### config.mk
export PLATFORM = sky130hd
export DESIGN_NAME = tbus_arbiter
export DESIGN_NICKNAME = d
export VERILOG_FILES = /design/src/rtl/tbus_pkg.sv /design/src/rtl/tbus_arbiter_rr_arb2.sv /design/src/rtl/tbus_arbiter.sv
export SDC_FILE = /design/constraint.sdc
export NUM_CORES = 1
export LEC_CHECK = 0
export ABC_CLOCK_PERIOD_IN_PS = 2700
export BUFFER_PORTS_ARGS = -buffer_cell sky130_fd_sc_hd__buf_2
export CAP_MARGIN = 15
export CORE_AREA = 2 2 303 305
export DETAILED_ROUTE_END_ITERATION = 10
export DIE_AREA = 0 0 305 307
export SYNTH_ARGS = -nofsm -noshare
export SYNTH_HDL_FRONTEND = slang
export SYNTH_SLANG_ARGS = --single-unit
export TNS_END_PERCENT = 50
### constraint.sdc
create_clock -name clock -period 2.7 [get_ports clock]
set_input_delay 0.54 -clock clock [delete_from_list [all_inputs] [get_ports clock]]
set_output_delay 0.54 -clock clock [all_outputs]
set_load 0.05 [all_outputs]
### src/rtl/tbus_pkg.sv
// Shared types for the trinity-bus arbiter: FSM states and master identifiers.
package tbus_pkg;

   typedef enum logic [1:0] {
      IDLE,
      REQ,
      OUTSTANDING,
      DONE_HOLD
   } tbus_state_e;

   localparam logic TBUS_MID_FETCH = 1'b0;
   localparam logic TBUS_MID_LSU   = 1'b1;

endpackage

### src/rtl/tbus_arbiter_rr_arb2.sv
// Two-way round-robin grant select; the priority bit is stored by the caller.
module rr_arb2
   import tbus_pkg::*;
(
   input  logic [1:0] req,
   input  logic       prio,
   output logic       sel
);

   // A lone requester always wins; prio only breaks ties (and parks sel when idle).
   always_comb begin
      sel = prio;
      case (req)
         2'b01:   sel = TBUS_MID_FETCH;
         2'b10:   sel = TBUS_MID_LSU;
         default: sel = prio;
      endcase
   end

endmodule

### src/rtl/tbus_arbiter.sv
// Shares one downstream tbus port between fetch (master 0) and the LSU (master 1),
// one transaction at a time, with round-robin grant and a sticky hung-slave watchdog.
`ifndef TBUS_OPTYPE_RANGE
`define TBUS_OPTYPE_RANGE 1:0
`endif
`ifndef TBUS_READ
`define TBUS_READ 2'b00
`endif
`ifndef TBUS_WRITE
`define TBUS_WRITE 2'b01
`endif
`ifndef RESULT_RANGE
`define RESULT_RANGE 63:0
`endif
`ifndef SRC_RANGE
`define SRC_RANGE 63:0
`endif

module tbus_arbiter
   import tbus_pkg::*;
#(
   parameter int unsigned TIMEOUT_CYCLES = 1024,
   parameter int unsigned RESET_PRIO     = 0
)(
   input  logic                        clock,
   input  logic                        reset_n,
   input  logic                        m0_index_valid,
   output logic                        m0_index_ready,
   input  logic [`RESULT_RANGE]        m0_index,
   input  logic [`SRC_RANGE]           m0_write_data,
   input  logic [63:0]                 m0_write_mask,
   input  logic [`TBUS_OPTYPE_RANGE]   m0_operation_type,
   output logic [`RESULT_RANGE]        m0_read_data,
   output logic                        m0_operation_done,
   input  logic                        m1_index_valid,
   output logic                        m1_index_ready,
   input  logic [`RESULT_RANGE]        m1_index,
   input  logic [`SRC_RANGE]           m1_write_data,
   input  logic [63:0]                 m1_write_mask,
   input  logic [`TBUS_OPTYPE_RANGE]   m1_operation_type,
   output logic [`RESULT_RANGE]        m1_read_data,
   output logic                        m1_operation_done,
   output logic                        s_index_valid,
   input  logic                        s_index_ready,
   output logic [`RESULT_RANGE]        s_index,
   output logic [`SRC_RANGE]           s_write_data,
   output logic [63:0]                 s_write_mask,
   output logic [`TBUS_OPTYPE_RANGE]   s_operation_type,
   input  logic [`RESULT_RANGE]        s_read_data,
   input  logic                        s_operation_done,
   output logic                        busy,
   output logic                        owner,
   output logic                        err_timeout
);

   localparam int CW = (TIMEOUT_CYCLES > 0) ? $clog2(TIMEOUT_CYCLES + 1) : 1;
   localparam logic [CW-1:0] CNT_SAT  = '1;
   localparam logic [CW-1:0] CNT_LAST = CW'((TIMEOUT_CYCLES > 0) ? TIMEOUT_CYCLES - 1 : 0);
   localparam logic RST_PRIO = RESET_PRIO[0];

   tbus_state_e          state_q, state_d;
   logic                 prio_q, prio_d;
   logic                 owner_q, owner_d;
   logic [`RESULT_RANGE] hold_q, hold_d;
   logic [CW-1:0]        cnt_q, cnt_d;
   logic                 err_q, err_d;
   logic                 arbSel, sel, fire;
   logic [`RESULT_RANGE] doneData;
   logic                 doneEn;

   rr_arb2 uArb (
      .req  ({m1_index_valid, m0_index_valid}),
      .prio (prio_q),
      .sel  (arbSel)
   );

   always_comb begin
      state_d           = state_q;
      prio_d            = prio_q;
      owner_d           = owner_q;
      hold_d            = hold_q;
      cnt_d             = '0;
      err_d             = err_q;
      sel               = (state_q == IDLE) ? arbSel : owner_q;
      fire              = 1'b0;
      doneEn            = 1'b0;
      doneData          = '0;
      s_index_valid     = 1'b0;
      s_index           = '0;
      s_write_data      = '0;
      s_write_mask      = '0;
      s_operation_type  = '0;
      m0_index_ready    = 1'b0;
      m1_index_ready    = 1'b0;
      m0_operation_done = 1'b0;
      m1_operation_done = 1'b0;
      m0_read_data      = '0;
      m1_read_data      = '0;

      case (state_q)
         IDLE, REQ: begin
            s_index_valid = sel ? m1_index_valid : m0_index_valid;
            if (s_index_valid) begin
               s_index          = sel ? m1_index          : m0_index;
               s_write_data     = sel ? m1_write_data     : m0_write_data;
               s_write_mask     = sel ? m1_write_mask     : m0_write_mask;
               s_operation_type = sel ? m1_operation_type : m0_operation_type;
               m0_index_ready   = ~sel & s_index_ready;
               m1_index_ready   =  sel & s_index_ready;
            end
            fire = s_index_valid & s_index_ready;
            // A done arriving with the fire cannot be handed over yet; park it for one cycle.
            if (fire) begin
               owner_d = sel;
               if (s_operation_done) begin
                  hold_d  = s_read_data;
                  state_d = DONE_HOLD;
               end else begin
                  state_d = OUTSTANDING;
               end
            end else if (s_index_valid) begin
               owner_d = sel;
               state_d = REQ;
            end
         end
         OUTSTANDING: begin
            cnt_d = (cnt_q == CNT_SAT) ? cnt_q : cnt_q + CW'(1);
            if ((TIMEOUT_CYCLES != 0) && (cnt_q == CNT_LAST) && !s_operation_done)
               err_d = 1'b1;
            if (s_operation_done) begin
               doneEn   = 1'b1;
               doneData = s_read_data;
            end
         end
         DONE_HOLD: begin
            doneEn   = 1'b1;
            doneData = hold_q;
         end
         default: state_d = IDLE;
      endcase

      // Completion goes only to the owner; the next arbitration waits a cycle.
      if (doneEn) begin
         prio_d  = ~owner_q;
         state_d = IDLE;
         if (owner_q) begin
            m1_operation_done = 1'b1;
            m1_read_data      = doneData;
         end else begin
            m0_operation_done = 1'b1;
            m0_read_data      = doneData;
         end
      end
   end

   always_ff @(posedge clock or negedge reset_n) begin
      if (!reset_n) begin
         state_q <= IDLE;
         prio_q  <= RST_PRIO;
         owner_q <= RST_PRIO;
         hold_q  <= '0;
         cnt_q   <= '0;
         err_q   <= 1'b0;
      end else begin
         state_q <= state_d;
         prio_q  <= prio_d;
         owner_q <= owner_d;
         hold_q  <= hold_d;
         cnt_q   <= cnt_d;
         err_q   <= err_d;
      end
   end

   assign busy        = (state_q != IDLE);
   assign owner       = owner_q;
   assign err_timeout = err_q;

endmodule

==> reports/results.ini <==
[worst_setup_path]
worst_path_max_delay_cell=dfrtp_1
critPathArrivalTime_ns=2.51
worstPathCellList=o21ba_2 > nand2_1 > a31o_4 > buf_12 > buf_16 > buf_6 > a21oi_4 > buf_12
cp_max_fo=7
start_kind=register
crit_top_cell=buf_12
crit_path_end_kind=output pin
reg2reg_from=owner
cp_slowest_stage_delay_ns=0.49
setup.worst_path.start=owner
crit_type=register to output pin
critical_path_buf_inv_count=4
required_ns=2.16
cp_top_family=compound AO/OA/AOI/OAI gates

[global_route]
antenna_found_initial=59
grt_pass1_vias=11200
grt_max_degree=45
grt_pass1_wl_um=96600
overflow=0
grt_usage=0.151

[timing]
period_needed_ns=3.05
hold_violations=0
tightest_slew_ns=0.657
fin_tns_setup_ns=-52.09
finClkSkew_ns=0.0133
slew_headroom=0.557
max_freq_mhz=328
rsz0062_at_grt=yes
setup_ws_ns=-0.346
finalMaxSlewViolations=0
fin_crit_sh=1.13
setup_viol=281

[routing]
drtIter0Drc=779
finalWirelength_um=77700
wl_met1_um=30800
dr.pass1.iters=5
highest_layer=met5
dr_wl_met2_um=37300
post-route-drc-count=0
vias=11900
antenna_left=0
wire_per_inst_um=24.3
vias_per_cell=3.72
wl_met3_um=6140

[yosys]
ys_types=43
async_reset_ff_frac=1.00
syn_nets=1566
synth_area_leaders=dfrtp_1, nand2_1, a21oi_1
synth_top_area_frac=0.272
postSynthAreaPerCell_um2=6.66
synth_seq_cells=80
syn_area_um2=7360
syn_inst=1105
yosys.area.top_type=dfrtp_1
synth_edf_count=0
yosysWarnings=0
dominantRegCellSynth=dfrtp_1
synth-seq-area-share=0.272

[die]
fp.dieW_um=305
core_um2=90700
ioPinCount=788
initial_core_util=0.0811
die_h_um=307
die_area_um2=93600
rows=111

[clock_tree]
clock_path_buffers=2
cts_htree_levels=3
path_clk_slew_ns=0.06
clock_latency_ns=0.36
cts_tree=done
ctsHoldBuffers=0
cts_root_buffer=clkbuf_16
cts_buffers=9
cts_num_sinks=80

[outcome]
status=finished with violations
violations=negative setup slack

[finish]
regArea_um2=2010
area_growth_syn_to_layout_pct=168
drive_gt1_frac=0.662
final_nets=2456
multiInputGateArea_um2=7110
fin_cells=3200
fillers=9923

[placement]
placed_cells=3109
place_hpwl_um=65000
gp_congestion=0.994
io_buffers=787

[job]
drv_cap=0

[hold_path]
hold_class=input pin to asynchronous set/reset pin

[power]
pwr_density_cell_nw_per_um2=1640
p_leak_uw=0.00877
ir_drop_mv=0.780

power breakdown:
| part | internal (µW) | total, µW | switching [µW] |
|---|---|---|---|
| Clock | 839 | 1390 | 548 |
| Sequential | 1730 | 2120 | 388 |
| Combinational | 12300 | 28900 | 16600 |
cells in the mapped netlist, types with 2 or more instances:
cell type	instances
nand2_1	392
a21oi_1	199
nor2_1	138
dfrtp_1	80
clkbuf_1	68
a22oi_1	64
mux2_4	60
buf_2	16
buf_1	9
buf_6	8
inv_1	8
nor3_1	7
mux2_2	5
and3_1	4
nand2b_1	4
o21ai_0	4
ha_1	3
nand3_1	3
nand4_1	3
xor2_1	3
a21o_1	2
and2_1	2
nor2b_1	2
or2_2	2
state kept, by name, indices dropped and copies added (netlist names):
register     flops
hold_q          64
cnt_q           11
prio_q           1
err_timeout      1
state_q          2
owner            1
worst paths after layout:
| check | end | slack, ns | cells past startpoint |
|---|---|---|---|
| max reg2reg | hold_q[59] | 0.35 | 7 |
| max | s_write_data[42] | -0.35 | 8 |
| min in group clock | hold_q[8] | 0.42 | 2 |
| max in group asynchronous | prio_q | 1.93 | 2 |
| min | hold_q[51] | 0.16 | 1 |
| min reg2reg | err_timeout | 0.45 | 1 |
cell usage in the layout, fill, tap and decap left out, types with 3 or more instances in the layout:
master	count
nand2_1	334
buf_12	140
mux2_2	5
a21oi_2	22
a21oi_4	161
dfrtp_2	3
buf_6	96
diode_2	14
buf_2	593
nand2_2	37
inv_1	6
bufbuf_16	3
xor2_1	3
nor3_1	5
buf_8	30
a22oi_1	64
mux2_4	60
o21ai_0	4
buf_4	93
nand2_4	19
and3_1	4
dfrtp_1	77
a21oi_1	16
clkbuf_16	21
nand4_1	3
nor2_1	138
buf_16	12
layer usage:
layer  up-vias  global-route usage
met5         -                   0
met4        30              0.0564
met3       143              0.0447
met2       677               0.257
met1      5563               0.178
li1       5504                   -
through the flow:
stage / total power, µW / setup slack, ns / area (µm²) / util / hold WS, ns
after floorplan: 15800 / -0.513 / 9060 / - / 0.244
after global placement: 25100 / -1.12 / 16600 / 0.183 / 0.443
after detailed placement: 25100 / -1.08 / 16600 / 0.183 / 0.451
after CTS: 29800 / -0.358 / 18300 / 0.202 / 0.163
after global routing: 33700 / -0.378 / 19700 / 0.217 / 0.195
final: 32400 / -0.346 / 19700 / 0.218 / 0.159
final cells by class:
cell class                      count  share of cell area
Antenna cell                       14             0.00178
Clock buffer                       10              0.0121
Clock inverter                      6             0.00469
Inverter                            8             0.00178
Multi-Input combinational cell    916               0.360
Sequential cell                    80               0.102
Tap cell                         1186              0.0752
Timing Repair Buffer              980               0.443
cells by family after synthesis:
family          share of synthesized area
flops                               0.272
simple gates                        0.295
fa+ha+maj                         0.00510
mux                                 0.131
buf+inv                            0.0665
xor+xnor                          0.00357
compound gates                      0.226
what timing repair did:
action / CTS / global route
setup endpoints to repair: 325 / 325
setup buffers: 21 / 25
pin swaps: 29 / 54
resized for setup: 252 / 246
endpoints found under the hold margin: 0 / 0
cloned: 10 / 15
Power figures use the tool's default switching activity.
